--- src/rtl/apb_timer_slave.sv ---
// APB timer peripheral: four memory-mapped registers driving a down-counter
// with a sticky expiry flag and interrupt, plus a phase tracker that flags
// illegal SETUP/ACCESS sequences coming from the bridge. No wait states:
// every legal transfer is exactly one setup cycle plus one access cycle.
module apb_timer_slave #(
  parameter int DATA_WIDTH = 32,
  parameter int ADDR_WIDTH = 32,
  parameter int CNT_WIDTH  = 16
) (
  input  logic                  H_CLK,
  input  logic                  H_RESET,
  input  logic                  P_SELx,
  input  logic                  P_ENABLE,
  input  logic                  P_WRITE,
  input  logic [ADDR_WIDTH-1:0] P_ADDR,
  input  logic [DATA_WIDTH-1:0] P_WDATA,
  output logic [DATA_WIDTH-1:0] P_RDATA,
  output logic                  TIMER_IRQ,
  output logic                  PROT_ERR
);

  // Word offsets of the registers (P_ADDR[3:2]).
  localparam logic [1:0] REG_CTRL   = 2'd0;
  localparam logic [1:0] REG_LOAD   = 2'd1;
  localparam logic [1:0] REG_VALUE  = 2'd2;
  localparam logic [1:0] REG_STATUS = 2'd3;

  // STATUS bit positions.
  localparam int ST_EXPIRED  = 0;
  localparam int ST_PROT_ERR = 1;

  typedef enum logic [1:0] {
    PH_IDLE   = 2'd0,
    PH_SETUP  = 2'd1,
    PH_ACCESS = 2'd2
  } phase_t;

  // ---------------------------------------------------------------------
  // State
  // ---------------------------------------------------------------------
  phase_t                 phase_reg, phase_next;
  logic [1:0]             addr_reg;
  logic                   write_reg;
  logic [DATA_WIDTH-1:0]  rdata_reg;
  logic                   ctrl_en_reg;
  logic                   ctrl_periodic_reg;
  logic                   ctrl_irq_en_reg;
  logic [CNT_WIDTH-1:0]   load_reg;
  logic [CNT_WIDTH-1:0]   value_reg, value_next;
  logic [1:0]             status_reg, status_next;

  // Phase decode results
  logic                   setup_cycle;   // SEL&!EN cycle that (re)enters SETUP
  logic                   access_cycle;  // the legal SETUP->ACCESS cycle
  logic                   prot_err_set;  // illegal phase sequence seen this cycle

  // Write strobes (only on the legal access cycle of a write transfer)
  logic                   wr_commit;
  logic                   ctrl_wr;
  logic                   load_wr;
  logic                   status_wr;

  logic                   expired_set;
  logic [1:0]             status_set;
  logic [DATA_WIDTH-1:0]  read_data;

  // Address bits outside [3:2] and high write-data bits are intentionally
  // not decoded; fold them into one named sink so they are visibly ignored.
  logic                   unused_bits;
  assign unused_bits = ^{P_ADDR[ADDR_WIDTH-1:4], P_ADDR[1:0], P_WDATA};

  // ---------------------------------------------------------------------
  // Phase tracker
  // ---------------------------------------------------------------------

  // Phase register.
  always_ff @(posedge H_CLK) begin
    if (H_RESET) begin
      phase_reg <= PH_IDLE;
    end else begin
      phase_reg <= phase_next;
    end
  end

  // Next phase and classification of the current bus cycle.
  always_comb begin
    phase_next   = phase_reg;
    setup_cycle  = 1'b0;
    access_cycle = 1'b0;
    prot_err_set = 1'b0;
    case (phase_reg)
      PH_IDLE: begin
        if (P_SELx && !P_ENABLE) begin
          phase_next  = PH_SETUP;
          setup_cycle = 1'b1;
        end else if (P_SELx && P_ENABLE) begin
          // Access strobe without a setup: flag it, touch nothing.
          prot_err_set = 1'b1;
        end
      end
      PH_SETUP: begin
        if (!P_SELx) begin
          // Setup abandoned before its access phase.
          prot_err_set = 1'b1;
          phase_next   = PH_IDLE;
        end else if (P_ENABLE) begin
          phase_next   = PH_ACCESS;
          access_cycle = 1'b1;
        end else begin
          // Repeated setup: flag it but treat it as a fresh setup.
          prot_err_set = 1'b1;
          setup_cycle  = 1'b1;
        end
      end
      PH_ACCESS: begin
        if (!P_SELx) begin
          phase_next = PH_IDLE;
        end else if (!P_ENABLE) begin
          // Back-to-back transfer.
          phase_next  = PH_SETUP;
          setup_cycle = 1'b1;
        end else begin
          // Stretched access: no wait states exist, so no second write.
          prot_err_set = 1'b1;
        end
      end
      default: begin
        phase_next = PH_IDLE;
      end
    endcase
  end

  // Capture the transfer's address and direction during each setup cycle.
  always_ff @(posedge H_CLK) begin
    if (H_RESET) begin
      addr_reg  <= 2'd0;
      write_reg <= 1'b0;
    end else if (setup_cycle) begin
      addr_reg  <= P_ADDR[3:2];
      write_reg <= P_WRITE;
    end
  end

  assign wr_commit = access_cycle && write_reg;
  assign ctrl_wr   = wr_commit && (addr_reg == REG_CTRL);
  assign load_wr   = wr_commit && (addr_reg == REG_LOAD);
  assign status_wr = wr_commit && (addr_reg == REG_STATUS);

  // ---------------------------------------------------------------------
  // Read path
  // ---------------------------------------------------------------------

  // Register selected by the address currently on the bus (setup cycle).
  always_comb begin
    read_data = '0;
    case (P_ADDR[3:2])
      REG_CTRL:   read_data = DATA_WIDTH'({ctrl_irq_en_reg, ctrl_periodic_reg, ctrl_en_reg});
      REG_LOAD:   read_data = DATA_WIDTH'(load_reg);
      REG_VALUE:  read_data = DATA_WIDTH'(value_reg);
      REG_STATUS: read_data = DATA_WIDTH'(status_reg);
      default:    read_data = '0;
    endcase
  end

  // Read data is captured at the end of a read setup and then held, so it
  // is stable for the whole access phase and until the next read setup.
  always_ff @(posedge H_CLK) begin
    if (H_RESET) begin
      rdata_reg <= '0;
    end else if (setup_cycle && !P_WRITE) begin
      rdata_reg <= read_data;
    end
  end

  assign P_RDATA = rdata_reg;

  // ---------------------------------------------------------------------
  // Control and reload registers
  // ---------------------------------------------------------------------

  // CTRL and LOAD are plain write-only-on-commit registers.
  always_ff @(posedge H_CLK) begin
    if (H_RESET) begin
      ctrl_en_reg       <= 1'b0;
      ctrl_periodic_reg <= 1'b0;
      ctrl_irq_en_reg   <= 1'b0;
      load_reg          <= '0;
    end else begin
      if (ctrl_wr) begin
        ctrl_en_reg       <= P_WDATA[0];
        ctrl_periodic_reg <= P_WDATA[1];
        ctrl_irq_en_reg   <= P_WDATA[2];
      end
      if (load_wr) begin
        load_reg <= P_WDATA[CNT_WIDTH-1:0];
      end
    end
  end

  // ---------------------------------------------------------------------
  // Down-counter
  // ---------------------------------------------------------------------

  // Next count: a LOAD write overrides counting; otherwise count down to
  // zero, then either reload (periodic) or park at zero (one-shot). The
  // expiry event is the 1->0 step only, so LOAD=0 never raises it.
  always_comb begin
    value_next  = value_reg;
    expired_set = 1'b0;
    if (load_wr) begin
      value_next = P_WDATA[CNT_WIDTH-1:0];
    end else if (ctrl_en_reg) begin
      if (value_reg != '0) begin
        value_next = value_reg - CNT_WIDTH'(1);
        if (value_reg == CNT_WIDTH'(1)) begin
          expired_set = 1'b1;
        end
      end else if (ctrl_periodic_reg) begin
        value_next = load_reg;
      end
    end
  end

  // Counter register.
  always_ff @(posedge H_CLK) begin
    if (H_RESET) begin
      value_reg <= '0;
    end else begin
      value_reg <= value_next;
    end
  end

  // ---------------------------------------------------------------------
  // Sticky status flags (write-1-to-clear, a same-edge set wins)
  // ---------------------------------------------------------------------
  assign status_set[ST_EXPIRED]  = expired_set;
  assign status_set[ST_PROT_ERR] = prot_err_set;

  for (genvar gi = 0; gi < 2; gi++) begin : g_status
    assign status_next[gi] = status_set[gi] |
                             (status_reg[gi] & ~(status_wr & P_WDATA[gi]));
  end

  // Status register.
  always_ff @(posedge H_CLK) begin
    if (H_RESET) begin
      status_reg <= 2'b00;
    end else begin
      status_reg <= status_next;
    end
  end

  assign TIMER_IRQ = status_reg[ST_EXPIRED] & ctrl_irq_en_reg;
  assign PROT_ERR  = status_reg[ST_PROT_ERR];

endmodule

--- config.mk ---
export PLATFORM = sky130hd
export DESIGN_NAME = apb_timer_slave
export DESIGN_NICKNAME = d
export VERILOG_FILES = /design/src/rtl/apb_timer_slave.sv
export SDC_FILE = /design/constraint.sdc
export NUM_CORES = 1
export LEC_CHECK = 0
export ABC_AREA = 1
export BUFFER_PORTS_ARGS = -buffer_cell sky130_fd_sc_hd__buf_2
export CORE_MARGIN = 10
export CORE_UTILIZATION = 50
export DETAILED_ROUTE_END_ITERATION = 10
export HOLD_SLACK_MARGIN = 0.1
export PLACE_DENSITY = 0.89
export SETUP_SLACK_MARGIN = 0.3
export SLEW_MARGIN = 15
export SYNTH_ARGS = -nofsm -noshare
export SYNTH_HDL_FRONTEND = slang
export SYNTH_SLANG_ARGS = --single-unit
--- constraint.sdc ---
create_clock -name H_CLK -period 2.8 [get_ports H_CLK]
set_input_delay 0.56 -clock H_CLK [delete_from_list [all_inputs] [get_ports H_CLK]]
set_output_delay 0.56 -clock H_CLK [all_outputs]
set_load 0.005 [all_outputs]
# == After elaboration in Yosys (flattened, before gate mapping) ==
# Cells that the tools add are included.
# totals
reg_bits,74
latch_bits,0
ram_bits,0
romBits,0
in_bits,69
out_inout_bits,34
wordCells,75
memories,0
# classes
add_sub_neg,1
n_mul,0
n_div,0
magnitude_cmp,0
n_eq_ne,11
shift,0
muxes,26
n_bitwise,9
n_reduce_logical,18
# ops
op,count
$pmux 32 s4,1
$mux 16,4
$eq 16x1->1 const B,1
$reduce_bool 16->1,1
$sub 16x1->16 const B,1
$mux 1,13
$mux 2,5
$eq 2x2->1 const B,4
$logic_and 1x1->1,7
$eq 2x1->1 const B,3
$logic_not 2->1,3
$ne 3x3->1 const B,2
$pmux 2 s3,1
$and 1x1->1,5
$pmux 1 s3,1
$reduce_and 3->1,1
$reduce_bool 3->1,1
$logic_not 1->1,2
$ne 2x2->1 const B,1
$not 1->1,2
$or 1x1->1,2
$pmux 1 s2,1
$reduce_and 2->1,1
$reduce_bool 2->1,1
$reduce_or 2->1,1

# == Logic depth before layout (Yosys ltp) ==
# depth
ltp_word,9
depth_mapped,13
ltp_nobuf,11

# == Worst setup path after synthesis ==
# OpenSTA, ideal clock, no wires.
# synth_timing
path_type,register to register
start,reg phase_reg[0]
end,"reg rdata_reg[10], in the netlist P_RDATA[10]"
setup_time_ns,0.116
t_arrival_ns,1.442
required_time_ns,2.684
path_slack_ns,1.242
stages_incl_launch_ff,11
n_path_buf,1
synth_period_minus_slack_ns,1.558
cell_sequence,dfxtp_1 inv_1 ha_1 nor2_1 nor3_4 inv_2 nor2_2 inv_2 buf_2 nor2_1 nor2_1
# synth_via
elab_chain_cells,4
word_cells_on_any_way,6
classes_between,2 x eq/ne; 1 x mux; 3 x reduce/logical
# synth_lines
item,line,source
from (decl),41,"phase_t phase_reg, phase_next;"
from (signal assigned),81,phase_reg <= phase_next;
$eq 2x2->1 or $eq 2x1->1 (tied branches),91,case (phase_reg)
$reduce_or 2->1 (no source line),n/a,
$pmux 1 s2 *,91,
$logic_and 1x1->1 *,170,end else if (setup_cycle && !P_WRITE) begin
to (signal assigned),171,rdata_reg <= read_data;
to (decl),44,logic [DATA_WIDTH-1:0] rdata_reg;
# Every way passes the cells marked *; elsewhere a longest branch is shown, timed or not.
# A chain may end at the register's enable or synchronous reset.

# == Final worst setup path ==
# layout_timing
start,reg phase_reg[1]
end,reg value_reg[6]
# layout_via
elab_chain_cells,6
word_cells_on_any_way,8
classes_between,1 x eq/ne; 2 x mux; 5 x reduce/logical
# layout_lines
item,line,source
$eq 2x1->1 *,91,
$mux 1 *,91,
$logic_and 1x1->1 *,144,assign wr_commit = access_cycle && write_reg;
$logic_and 1x1->1 *,146,assign load_wr = wr_commit && (addr_reg == REG_LOAD);
$reduce_bool 3->1 (no source line) or $reduce_bool 2->1 (tied branches),n/a,
$reduce_and 2->1 (no source line),n/a,
to (signal assigned),229,value_reg <= value_next;
to (decl),49,"logic [CNT_WIDTH-1:0] value_reg, value_next;"
# Marks and branches as above.

==> flow_metrics.py <==
metrics = {
    "status": {
        "status": "finished clean",
    },
    "setup_path": {
        "crit_top_cell": "nand2_1",
        "crit_path_start_kind": "flop",
        "crit_chain": "inv_1, ha_1, nand2_1, nor2_2, nand2_1, buf_4, buf_4, nand2_4, o21ai_4, nand2_1, nand2_1, a21oi_1",
        "crit_path_max_incr_delay_ns": 0.38,
        "required_ns": 3.03,
        "r2r_cells": 12,
        "r2r-start": "phase_reg[1]",
        "worst-path-buf-inv": 3,
        "worstSetupPathType": "flop to flop",
        "cp_top_family": "simple AND/OR/NAND/NOR gates",
        "crit_path_max_fanout": 30,
        "worst_setup_path_end_kind": "flop",
        "cp.arrival_ns": 2.53,
        "slowest_stage": "dfxtp_1",
        "r2r_setup_slack_ns": 0.50,
        "reg2reg_to": "value_reg[6]",
    },
    "yosys": {
        "ys_ff_latch": 58,
        "synth_cell_types": 35,
        "syn-cell-area_um2": 3400,
        "ys_warn_count": 0,
        "synth_edf_count": 0,
        "ys.flop_type": "dfxtp_1",
        "syn_inst": 518,
        "ys_async_sr_fraction": 0,
        "ys_seq_area_frac": 0.341,
        "avgSynthCellArea_um2": 6.57,
    },
    "sta": {
        "period_share": 0.820,
        "setup_tns_ns": 0,
        "hold_slack_ns": 0.492,
        "rsz0062_at_grt": "false",
        "drv_slew": 0,
        "hold_violations": 0,
        "finalWorstSetupSlack_ns": 0.504,
        "finalClockSkew_ns": 0.00555,
        "setup_viol": 0,
        "max_freq_mhz": 436,
        "worst_slew_pin_slew_ns": 0.764,
        "timing.final.crit_period_ns": 2.30,
        "slew_headroom": 0.488,
    },
    "route": {
        "dr.pass1.iters": 5,
        "vias": 3360,
        "wl_mm": 8.72,
        "drcViolationCount": 0,
        "wl_per_cell_um": 13.7,
        "viasPerCell": 5.27,
        "drt-initial-drc-count": 260,
        "ant_nets": 0,
    },
    "power": {
        "power_mw": 2.13,
        "power-per-cell-area_nw_per_um2": 567,
        "power.leakage_nw": 1.92,
        "max-vdd-ir-drop_mv": 0.442,
    },
    "placed_design": {
        "dp_hpwl_mm": 6.31,
        "io_buffers": 40,
        "dp_slack_ns": 0.464,
        "place_area_um2": 3540,
        "place_congestion": 0.891,
    },
    "finish": {
        "nNetsFinal": 628,
        "n_fill_cell": 645,
        "final_common_cell": "nand2_1",
        "seqCellArea_um2": 1160,
        "area_growth_pct": 10.6,
        "finalInstanceArea_um2": 3760,
        "multi_input_area_um2": 1810,
        "diodes": 0,
        "mostFrequentLayoutCells": "nand2_1, nor2_1, inv_1",
        "drive_gt1_frac": 0.140,
    },
    "global_routing": {
        "overflow": 0,
        "grt_pass1_wl_mm": 14.2,
        "grt.total_usage": 0.168,
        "grt_max_degree": 31,
        "antenna_found_initial": 0,
        "grt_pass1_vias": 3250,
    },
    "floorplan": {
        "core_um2": 6720,
        "die_h_um": 102,
        "start_util": 0.506,
        "rows": 30,
        "dieArea_um2": 10500,
        "num_io_pins": 103,
        "fp.dieW_um": 102,
    },
    "clocking": {
        "clockBufferDepth": 2,
        "cts_tree": "built",
        "cts-hold-fix-buffers": 0,
        "cts_inserted_buffers": 9,
        "ctsResizeCount": 0,
        "path_clk_slew_ns": 0.07,
        "ctsHtreeMaxLevel": 3,
        "post_cts_buffers": 0,
        "clk_latency_ns": 0.35,
        "root_buffer": "clkbuf_8",
        "cts.sinks": 58,
    },
    "min_path": {
        "holdPathEnd": "load_reg[3]",
        "hold_path.class": "flop to flop",
        "min_delay_path_depth": 2,
        "min-delay-start": "load_reg[3]",
    },
    "job": {
        "cap_violations": 0,
    },
}
## power by group
group / internal, mW / total [mW] / switching (mW)
registers: 0.887 / 0.927 / 0.0394
logic: 0.129 / 0.339 / 0.210
clock network: 0.522 / 0.868 / 0.346
total: 1.54 / 2.13 / 0.595
## worst max path at each step
stage / slack (ns) / start / depth (start not counted) / endpoint
after floorplan: 1.24 / phase_reg[0] / 10 / P_RDATA[10]
after global routing: 0.31 / phase_reg[1] / 12 / value_reg[10]
final: 0.50 / phase_reg[1] / 12 / value_reg[6]
after global placement: 0.51 / P_SELx / 11 / value_reg[10]
after CTS: 0.53 / phase_reg[1] / 12 / value_reg[1]
after detailed placement: 0.46 / P_SELx / 11 / value_reg[10]
## synth_stat cells (2+ instances only)
cell      number  share of area
nand2_4        3         0.0099
buf_6          4          0.013
o22ai_1        9          0.017
nand2_1      100           0.11
buf_2          5         0.0074
nor2_1        95           0.10
nor2_2         6          0.011
inv_2          3         0.0033
buf_1          2         0.0022
nor2_4         2         0.0066
a21oi_1       36          0.053
nand3_1       26          0.038
buf_4         20          0.044
a211oi_1       2         0.0044
xor2_1         3         0.0077
ha_1           7          0.026
clkbuf_1       5         0.0055
dfxtp_1       58           0.34
o21ai_0       48          0.071
o21a_1         8          0.018
inv_1         61          0.067
nand3b_1       2         0.0044
## tightest hold or removal path: cells and delay by family, from the launching register on
| kind | cells | cell delay [ns] |
|---|---|---|
| compound gates | 1 | 0.06 |
| simple gates | 1 | 0.08 |
| flops | 1 | 0.31 |
## cell type report
| class | instances | area share |
|---|---|---|
| Tap cell | 80 | 0.0266 |
| Clock inverter | 5 | 0.0206 |
| Inverter | 64 | 0.0639 |
| Multi-Input combinational cell | 375 | 0.481 |
| Sequential cell | 58 | 0.309 |
| Timing Repair Buffer | 44 | 0.0612 |
| Clock buffer | 11 | 0.0376 |
## logic make-up (layout without fill, tap and decap cells)
family,count (synthesis),count (layout),share of synthesized area
buffers and inverters,100,124,0.143
AND/OR/NAND/NOR,241,241,0.305
adder cells (fa/ha/maj),7,7,0.0257
XOR/XNOR,4,4,0.0103
flip-flops,58,58,0.341
AO/OA/AOI/OAI,107,107,0.174
other,1,16,0.00110
## layer usage
layer | vias up | routed length [µm] | track usage
li1 | 1677 | - | -
met5 | - | 0 | 0
met1 | 1525 | 3500 | 0.184
met2 | 132 | 4240 | 0.286
met4 | 0 | 294 | 0.0987
met3 | 26 | 682 | 0.0453
## metrics by stage
stage           util  cells
2_1_floorplan      -    533
3_3_place_gp   0.527    621
3_5_place_dp   0.527    621
4_1_cts        0.560    637
5_1_grt        0.560    637
6_report       0.560    637
(Power assumes the default switching activity.)
